==> config.mk <==
export PLATFORM = sky130hd
export DESIGN_NAME = pipe_hazard_ctrl
export DESIGN_NICKNAME = d
export VERILOG_FILES = /design/src/rtl/pipe_pkg.sv /design/src/rtl/hazard_detect.sv /design/src/rtl/pipe_hazard_ctrl.sv
export SDC_FILE = /design/constraint.sdc
export NUM_CORES = 1
export LEC_CHECK = 0
export ABC_AREA = 1
export BUFFER_PORTS_ARGS = -buffer_cell sky130_fd_sc_hd__buf_4
export CORE_UTILIZATION = 49
export CTS_CLUSTER_SIZE = 12
export DETAILED_ROUTE_END_ITERATION = 6
export PLACE_DENSITY_LB_ADDON = 0.1
export SYNTH_ARGS = -nofsm -noshare
export SYNTH_HDL_FRONTEND = slang
export SYNTH_SLANG_ARGS = --single-unit
==> constraint.sdc <==
create_clock -name clk -period 2.5 [get_ports clk]
set_clock_uncertainty 0.1 [all_clocks]
set_input_delay 0.625 -clock clk [delete_from_list [all_inputs] [get_ports clk]]
set_output_delay 0.625 -clock clk [all_outputs]
set_load 0.1 [all_outputs]
==> src/rtl/pipe_pkg.sv <==
// Shared types for the pipeline hazard controller: FSM states, forwarding
// mux encodings and the register-match helper.
package pipe_pkg;

    typedef enum logic [1:0] {
        StRun     = 2'b00,
        StMemWait = 2'b01,
        StError   = 2'b10
    } state_t;

    localparam logic [1:0] FWD_REG = 2'b00;
    localparam logic [1:0] FWD_WB  = 2'b01;
    localparam logic [1:0] FWD_MEM = 2'b10;

    // Register 0 is hardwired to zero, so a write to it never creates a dependency.
    function automatic logic reg_match(input logic we, input logic [4:0] rd, input logic [4:0] rs);
        return we && (rd != 5'd0) && (rd == rs);
    endfunction

endpackage

==> src/rtl/hazard_detect.sv <==
// Combinational dependency detection: ID-stage stall request and EX operand
// forwarding selects. Behaviour depends on the FORWARDING_EN macro.
module hazard_detect
    import pipe_pkg::*;
(
    input  logic [4:0] ars1_id,
    input  logic [4:0] ars2_id,
    input  logic [4:0] ars1_ex,
    input  logic [4:0] ars2_ex,
    input  logic [4:0] ard_ex,
    input  logic       regwrite_ex,
    input  logic       memtoreg_ex,
    input  logic [4:0] ard_mem,
    input  logic       regwrite_mem,
    input  logic [4:0] ard_wb,
    input  logic       regwrite_wb,
    output logic       id_stall,
    output logic [1:0] fwd_a,
    output logic [1:0] fwd_b
);

    logic ex_hit_id;
    logic mem_hit_id;

    assign ex_hit_id  = reg_match(regwrite_ex, ard_ex, ars1_id) ||
                        reg_match(regwrite_ex, ard_ex, ars2_id);
    assign mem_hit_id = reg_match(regwrite_mem, ard_mem, ars1_id) ||
                        reg_match(regwrite_mem, ard_mem, ars2_id);

`ifdef FORWARDING_EN
    // Only a load result is too late to forward into the following instruction.
    assign id_stall = memtoreg_ex && ex_hit_id;

    always_comb begin
        fwd_a = FWD_REG;
        fwd_b = FWD_REG;
        if (reg_match(regwrite_mem, ard_mem, ars1_ex)) begin
            fwd_a = FWD_MEM;
        end else if (reg_match(regwrite_wb, ard_wb, ars1_ex)) begin
            fwd_a = FWD_WB;
        end
        if (reg_match(regwrite_mem, ard_mem, ars2_ex)) begin
            fwd_b = FWD_MEM;
        end else if (reg_match(regwrite_wb, ard_wb, ars2_ex)) begin
            fwd_b = FWD_WB;
        end
    end
`else
    // Without bypass paths, wait until the producer reaches WB; the regfile
    // writes before it reads, so a WB-stage producer needs no stall.
    logic unused_inputs;

    assign id_stall      = ex_hit_id || mem_hit_id;
    assign fwd_a         = FWD_REG;
    assign fwd_b         = FWD_REG;
    assign unused_inputs = ^{ars1_ex, ars2_ex, ard_wb, regwrite_wb, memtoreg_ex};
`endif

endmodule

==> src/rtl/pipe_hazard_ctrl.sv <==
// Five-stage pipeline hazard controller: load-use stalls, branch flushes,
// memory-wait stalls with timeout. Optional bypassing via FORWARDING_EN.
module pipe_hazard_ctrl
    import pipe_pkg::*;
#(
    parameter int unsigned WAIT_TIMEOUT = 15,
    parameter int unsigned CNT_W        = 16
) (
    input  logic             clk,
    input  logic             rst,
    input  logic [4:0]       ars1_id,
    input  logic [4:0]       ars2_id,
    input  logic [4:0]       ars1_ex,
    input  logic [4:0]       ars2_ex,
    input  logic [4:0]       ard_ex,
    input  logic             regwrite_ex,
    input  logic             memtoreg_ex,
    input  logic [4:0]       ard_mem,
    input  logic             regwrite_mem,
    input  logic             memwrite_mem,
    input  logic             memtoreg_mem,
    input  logic [4:0]       ard_wb,
    input  logic             regwrite_wb,
    input  logic             branch_taken_ex,
    input  logic             mem_ready,
    output logic             en_pc,
    output logic             en_if_id,
    output logic             en_id_ex,
    output logic             en_ex_mem,
    output logic             en_mem_wb,
    output logic             flush_if_id,
    output logic             flush_id_ex,
    output logic [1:0]       fwd_a,
    output logic [1:0]       fwd_b,
    output logic             err,
    output logic [CNT_W-1:0] stall_cnt
);

    localparam int unsigned WaitW = $clog2(WAIT_TIMEOUT + 1);

    state_t           state_q, state_d;
    logic [WaitW-1:0] wait_cnt_q, wait_cnt_d, wait_next;
    logic [CNT_W-1:0] stall_cnt_q;
    logic             id_stall;
    logic [1:0]       hd_fwd_a, hd_fwd_b;
    logic             mem_busy;
    logic             en_all;
    logic             hold_front;

    hazard_detect u_hazard_detect (
        .ars1_id      (ars1_id),
        .ars2_id      (ars2_id),
        .ars1_ex      (ars1_ex),
        .ars2_ex      (ars2_ex),
        .ard_ex       (ard_ex),
        .regwrite_ex  (regwrite_ex),
        .memtoreg_ex  (memtoreg_ex),
        .ard_mem      (ard_mem),
        .regwrite_mem (regwrite_mem),
        .ard_wb       (ard_wb),
        .regwrite_wb  (regwrite_wb),
        .id_stall     (id_stall),
        .fwd_a        (hd_fwd_a),
        .fwd_b        (hd_fwd_b)
    );

    assign mem_busy  = (memwrite_mem || memtoreg_mem) && !mem_ready;
    assign wait_next = wait_cnt_q + WaitW'(1);

    always_comb begin
        state_d     = state_q;
        wait_cnt_d  = wait_cnt_q;
        en_all      = 1'b1;
        hold_front  = 1'b0;
        flush_if_id = 1'b0;
        flush_id_ex = 1'b0;
        fwd_a       = hd_fwd_a;
        fwd_b       = hd_fwd_b;
        err         = 1'b0;

        unique case (state_q)
            StRun: begin
                if (mem_busy) begin
                    en_all     = 1'b0;
                    wait_cnt_d = '0;
                    state_d    = StMemWait;
                end else if (branch_taken_ex) begin
                    // The wrong-path instructions are squashed, so any load-use
                    // dependency they carry is irrelevant.
                    flush_if_id = 1'b1;
                    flush_id_ex = 1'b1;
                end else if (id_stall) begin
                    hold_front  = 1'b1;
                    flush_id_ex = 1'b1;
                end
            end
            StMemWait: begin
                if (mem_ready) begin
                    state_d = StRun;
                end else begin
                    en_all     = 1'b0;
                    wait_cnt_d = wait_next;
                    if (wait_next >= WaitW'(WAIT_TIMEOUT)) begin
                        state_d = StError;
                    end
                end
            end
            StError: begin
                en_all = 1'b0;
                err    = 1'b1;
                fwd_a  = FWD_REG;
                fwd_b  = FWD_REG;
            end
            default: begin
                en_all  = 1'b0;
                state_d = StRun;
            end
        endcase

        // Freeze the whole pipe while reset is held.
        if (!rst) begin
            en_all      = 1'b0;
            hold_front  = 1'b0;
            flush_if_id = 1'b0;
            flush_id_ex = 1'b0;
            fwd_a       = FWD_REG;
            fwd_b       = FWD_REG;
            err         = 1'b0;
        end

        en_pc     = en_all && !hold_front;
        en_if_id  = en_all && !hold_front;
        en_id_ex  = en_all;
        en_ex_mem = en_all;
        en_mem_wb = en_all;
    end

    always_ff @(posedge clk or negedge rst) begin
        if (!rst) begin
            state_q     <= StRun;
            wait_cnt_q  <= '0;
            stall_cnt_q <= '0;
        end else begin
            state_q    <= state_d;
            wait_cnt_q <= wait_cnt_d;
            if (!en_pc && (stall_cnt_q != '1)) begin
                stall_cnt_q <= stall_cnt_q + CNT_W'(1);
            end
        end
    end

    assign stall_cnt = stall_cnt_q;

endmodule

==> impl_metrics.env <==
export IMPL_synth_top_family_by_area="simple AND/OR/NAND/NOR gates"
export IMPL_grt_ovfl_total=0
export IMPL_floorplan_initialDensity_pct=52.7
export IMPL_portBuffers=51
export IMPL_power_density_nw_per_um2=317
export IMPL_rsz0062_at_grt="yes"
export IMPL_num_rows=21
export IMPL_seq_area_frac_synth_pct=30.3
export IMPL_drt_total_wl_microns=3980
export IMPL_die_height_microns=62.9
export IMPL_vdd_drop_max_uv=170
export IMPL_crit_arrival_ns=1.74
export IMPL_synthSimpleGateAreaFrac_pct=40.5
export IMPL_p_seq_share_pct=47.1
export IMPL_yosys_area_top_type_share_pct=30.3
export IMPL_drive_gt1_share_pct=24.6
export IMPL_grt_antenna_before_repair=0
export IMPL_hold_path_class="input pin to asynchronous set/reset pin"
export IMPL_hpwlAfterDp_microns=3140
export IMPL_synth_compound_area_share_pct=4.07
export IMPL_p_sw_share_pct=27.1
export IMPL_synth_area_leaders="dfrtp_1 (30%), nand2_1 (20%), inv_1 (8.1%)"
export IMPL_r2r_end="stall_cnt[11]"
export IMPL_drc=0
export IMPL_period_share_pct=98.5
export IMPL_rrSetupSlack_ns=0.45
export IMPL_die_x_microns=62.9
export IMPL_netlist_area_sq_um=1820
export IMPL_synthArstFlopShare_pct=100
export IMPL_timing_worst_setup_path_type="input pin to primary output"
export IMPL_finalMaxSlewViolations=0
export IMPL_postRouteAntennaNets=0
export IMPL_ios=73
export IMPL_cp_required_ns=1.77
export IMPL_synth_cell_types=29
export IMPL_post_cts_buffers=0
export IMPL_synth_seq_cells=22
export IMPL_synth_top_flop_cell="dfrtp_1"
export IMPL_synth_top_area_cell="dfrtp_1"
export IMPL_synthXorXnorAreaFrac_pct=9.65
export IMPL_pwr_share_comb_pct=18.9
export IMPL_start_kind="input pin"
export IMPL_crit_path_end_kind="primary output"
export IMPL_wl_per_cell_microns=10.6
export IMPL_max_freq_ghz=0.406
export IMPL_drv_cap=0
export IMPL_path_clk_slew_ns=0.08
export IMPL_htreeDepth=1
export IMPL_yosys_warnings=0
export IMPL_n_antenna_cell=0
export IMPL_track_usage_pct=22.5
export IMPL_gp_congestion=0.853
export IMPL_cts_tree="yes"
export IMPL_switchingPower_uw=205
export IMPL_area_growth_pct=30.9
export IMPL_hold_viol=0
export IMPL_core_area_sq_um=3440
export IMPL_drt_iter0_drc=84
export IMPL_power_leakage_nw=1.32
export IMPL_cts_root_buf="clkbuf_8"
export IMPL_fin_crit_ns=2.46
export IMPL_final_nets=378
export IMPL_numCtsBuffers=3
export IMPL_synth_commonest_cells="nand2_1 (98), inv_1 (39), nand3_1 (29)"
export IMPL_grt_pass1_vias=1617
export IMPL_synth_enable_flop_cells=0
export IMPL_via_per_inst=4.73
export IMPL_placed_cells=371
export IMPL_cellInternalPower_uw=550
export IMPL_grt_pass1_wl_microns=7040
export IMPL_outcome="finished clean"
export IMPL_clk_latency_ns=0.26
export IMPL_pwr_share_clk_pct=34.0
export IMPL_cp_max_fo=3
export IMPL_synthAdderAreaFrac_pct=2.07
export IMPL_cts_buffer_depth=2
export IMPL_yosysMostFrequentCell="nand2_1"
export IMPL_r2r_start="stall_cnt[0]"
export IMPL_grt_max_degree=23
export IMPL_setup_viol=0
export IMPL_synth_area_mux_share_pct=0
export IMPL_rr_worst_depth=9
export IMPL_via_count=1772
export IMPL_final_instance_count_excl_fill=375
export IMPL_drtPass1Iterations=6
export IMPL_nFillCells=320
export IMPL_setup_tns_ns=0
export IMPL_synth_avg_cell_area_sq_um=6.53
export IMPL_postSynthCellCount=278
export IMPL_die_area_sq_um=3950
export IMPL_cts_sinks=22
registers in the layout, summed over array words and instances (netlist names):
register    flops
wait_cnt_q      4
stall_cnt      16
state_q         2
cell families (layout without fill, tap and decap cells):
family                     Yosys count  count (layout)
adders and majority gates            3               3
other                                1               4
DFF                                 22              22
and+or+nand+nor                    165             165
AOI/OAI and AO/OA                   13              13
buffers and inverters               54             102
xor gates and xnor gates            20              20
through the flow:
step	utilization, %	hold WS (ns)	cell area, sq um	power (mW)	setup WS [ns]
finish	69.1	0.245	2380	0.755	0.0387
global route	69.1	0.257	2380	0.796	-0.0517
CTS	67.4	0.251	2320	0.760	-0.0256
detailed placement	65.8	0.428	2270	0.503	-0.0253
global placement	65.8	0.416	2270	0.501	-0.0225
floorplan	-	0.229	1900	0.446	-0.684
critical path, stage by stage:
cell,delay [ns]
buf_8,0.10
xor2_1,0.15
nor2_1,0.12
nand3_1,0.08
nand2_1,0.08
nand2_1,0.06
nand2_2,0.07
nand2_2,0.06
nand2_4,0.08
clkinvlp_4,0.12
buf_12,0.18
repair_timing:
action	in CTS	in global routing
hold buffers	0	0
gates resized for setup	0	18
pin swaps	0	9
endpoints found under the setup margin	2	6
cell type report:
cell class / count / area, sq um / area share, %
clock buffers: 4 / 55.1 / 2.32
inverters: 44 / 169 / 7.11
flip-flops and latches: 22 / 551 / 23.2
multi-input cells: 205 / 1090 / 45.8
well taps: 46 / 57.6 / 2.42
repair buffers: 54 / 457 / 19.2
power by group through the flow:
stage	clock [mW]	sequential [mW]	combinational [mW]
floorplan	0	0.363	0.0837
global placement	0	0.363	0.138
detailed placement	0	0.363	0.140
CTS	0.263	0.355	0.141
global route	0.283	0.356	0.158
finish	0.256	0.355	0.143
metal layers:
layer	wire (microns)	global-route usage, %	part of all wire (%)	up-vias
li1	-	-	-	955
met4	29	8.43	0.73	0
met2	1800	35.8	45	40
met1	2000	30.1	50	775
met3	144	4.01	3.6	2
met5	0	0	0	-
how the worst max path moves through the flow:
stage | startpoint | endpoint | slack, ns | cells past startpoint
floorplan | memtoreg_mem | en_pc | -0.68 | 9
global placement | ard_mem[3] | en_pc | -0.02 | 11
detailed placement | ard_mem[3] | en_pc | -0.03 | 11
CTS | ard_mem[3] | en_pc | -0.03 | 11
global route | ars1_id[1] | en_pc | -0.05 | 11
finish | ars1_id[1] | en_if_id | 0.04 | 11
placed cells by master, fill, tap and decap left out, types with 2 or more instances in the layout:
cell / n
buf_12: 2
buf_4: 46
buf_6: 5
clkbuf_8: 4
conb_1: 4
dfrtp_1: 22
ha_1: 3
inv_1: 36
inv_2: 7
nand2_1: 95
nand2_2: 4
nand2_4: 2
nand3_1: 29
nor2_1: 19
nor2_4: 2
nor3_1: 4
nor3_4: 2
nor4_1: 3
o21ai_0: 6
o22ai_1: 2
xnor2_1: 10
xor2_1: 10
(Power assumes the default switching activity.)
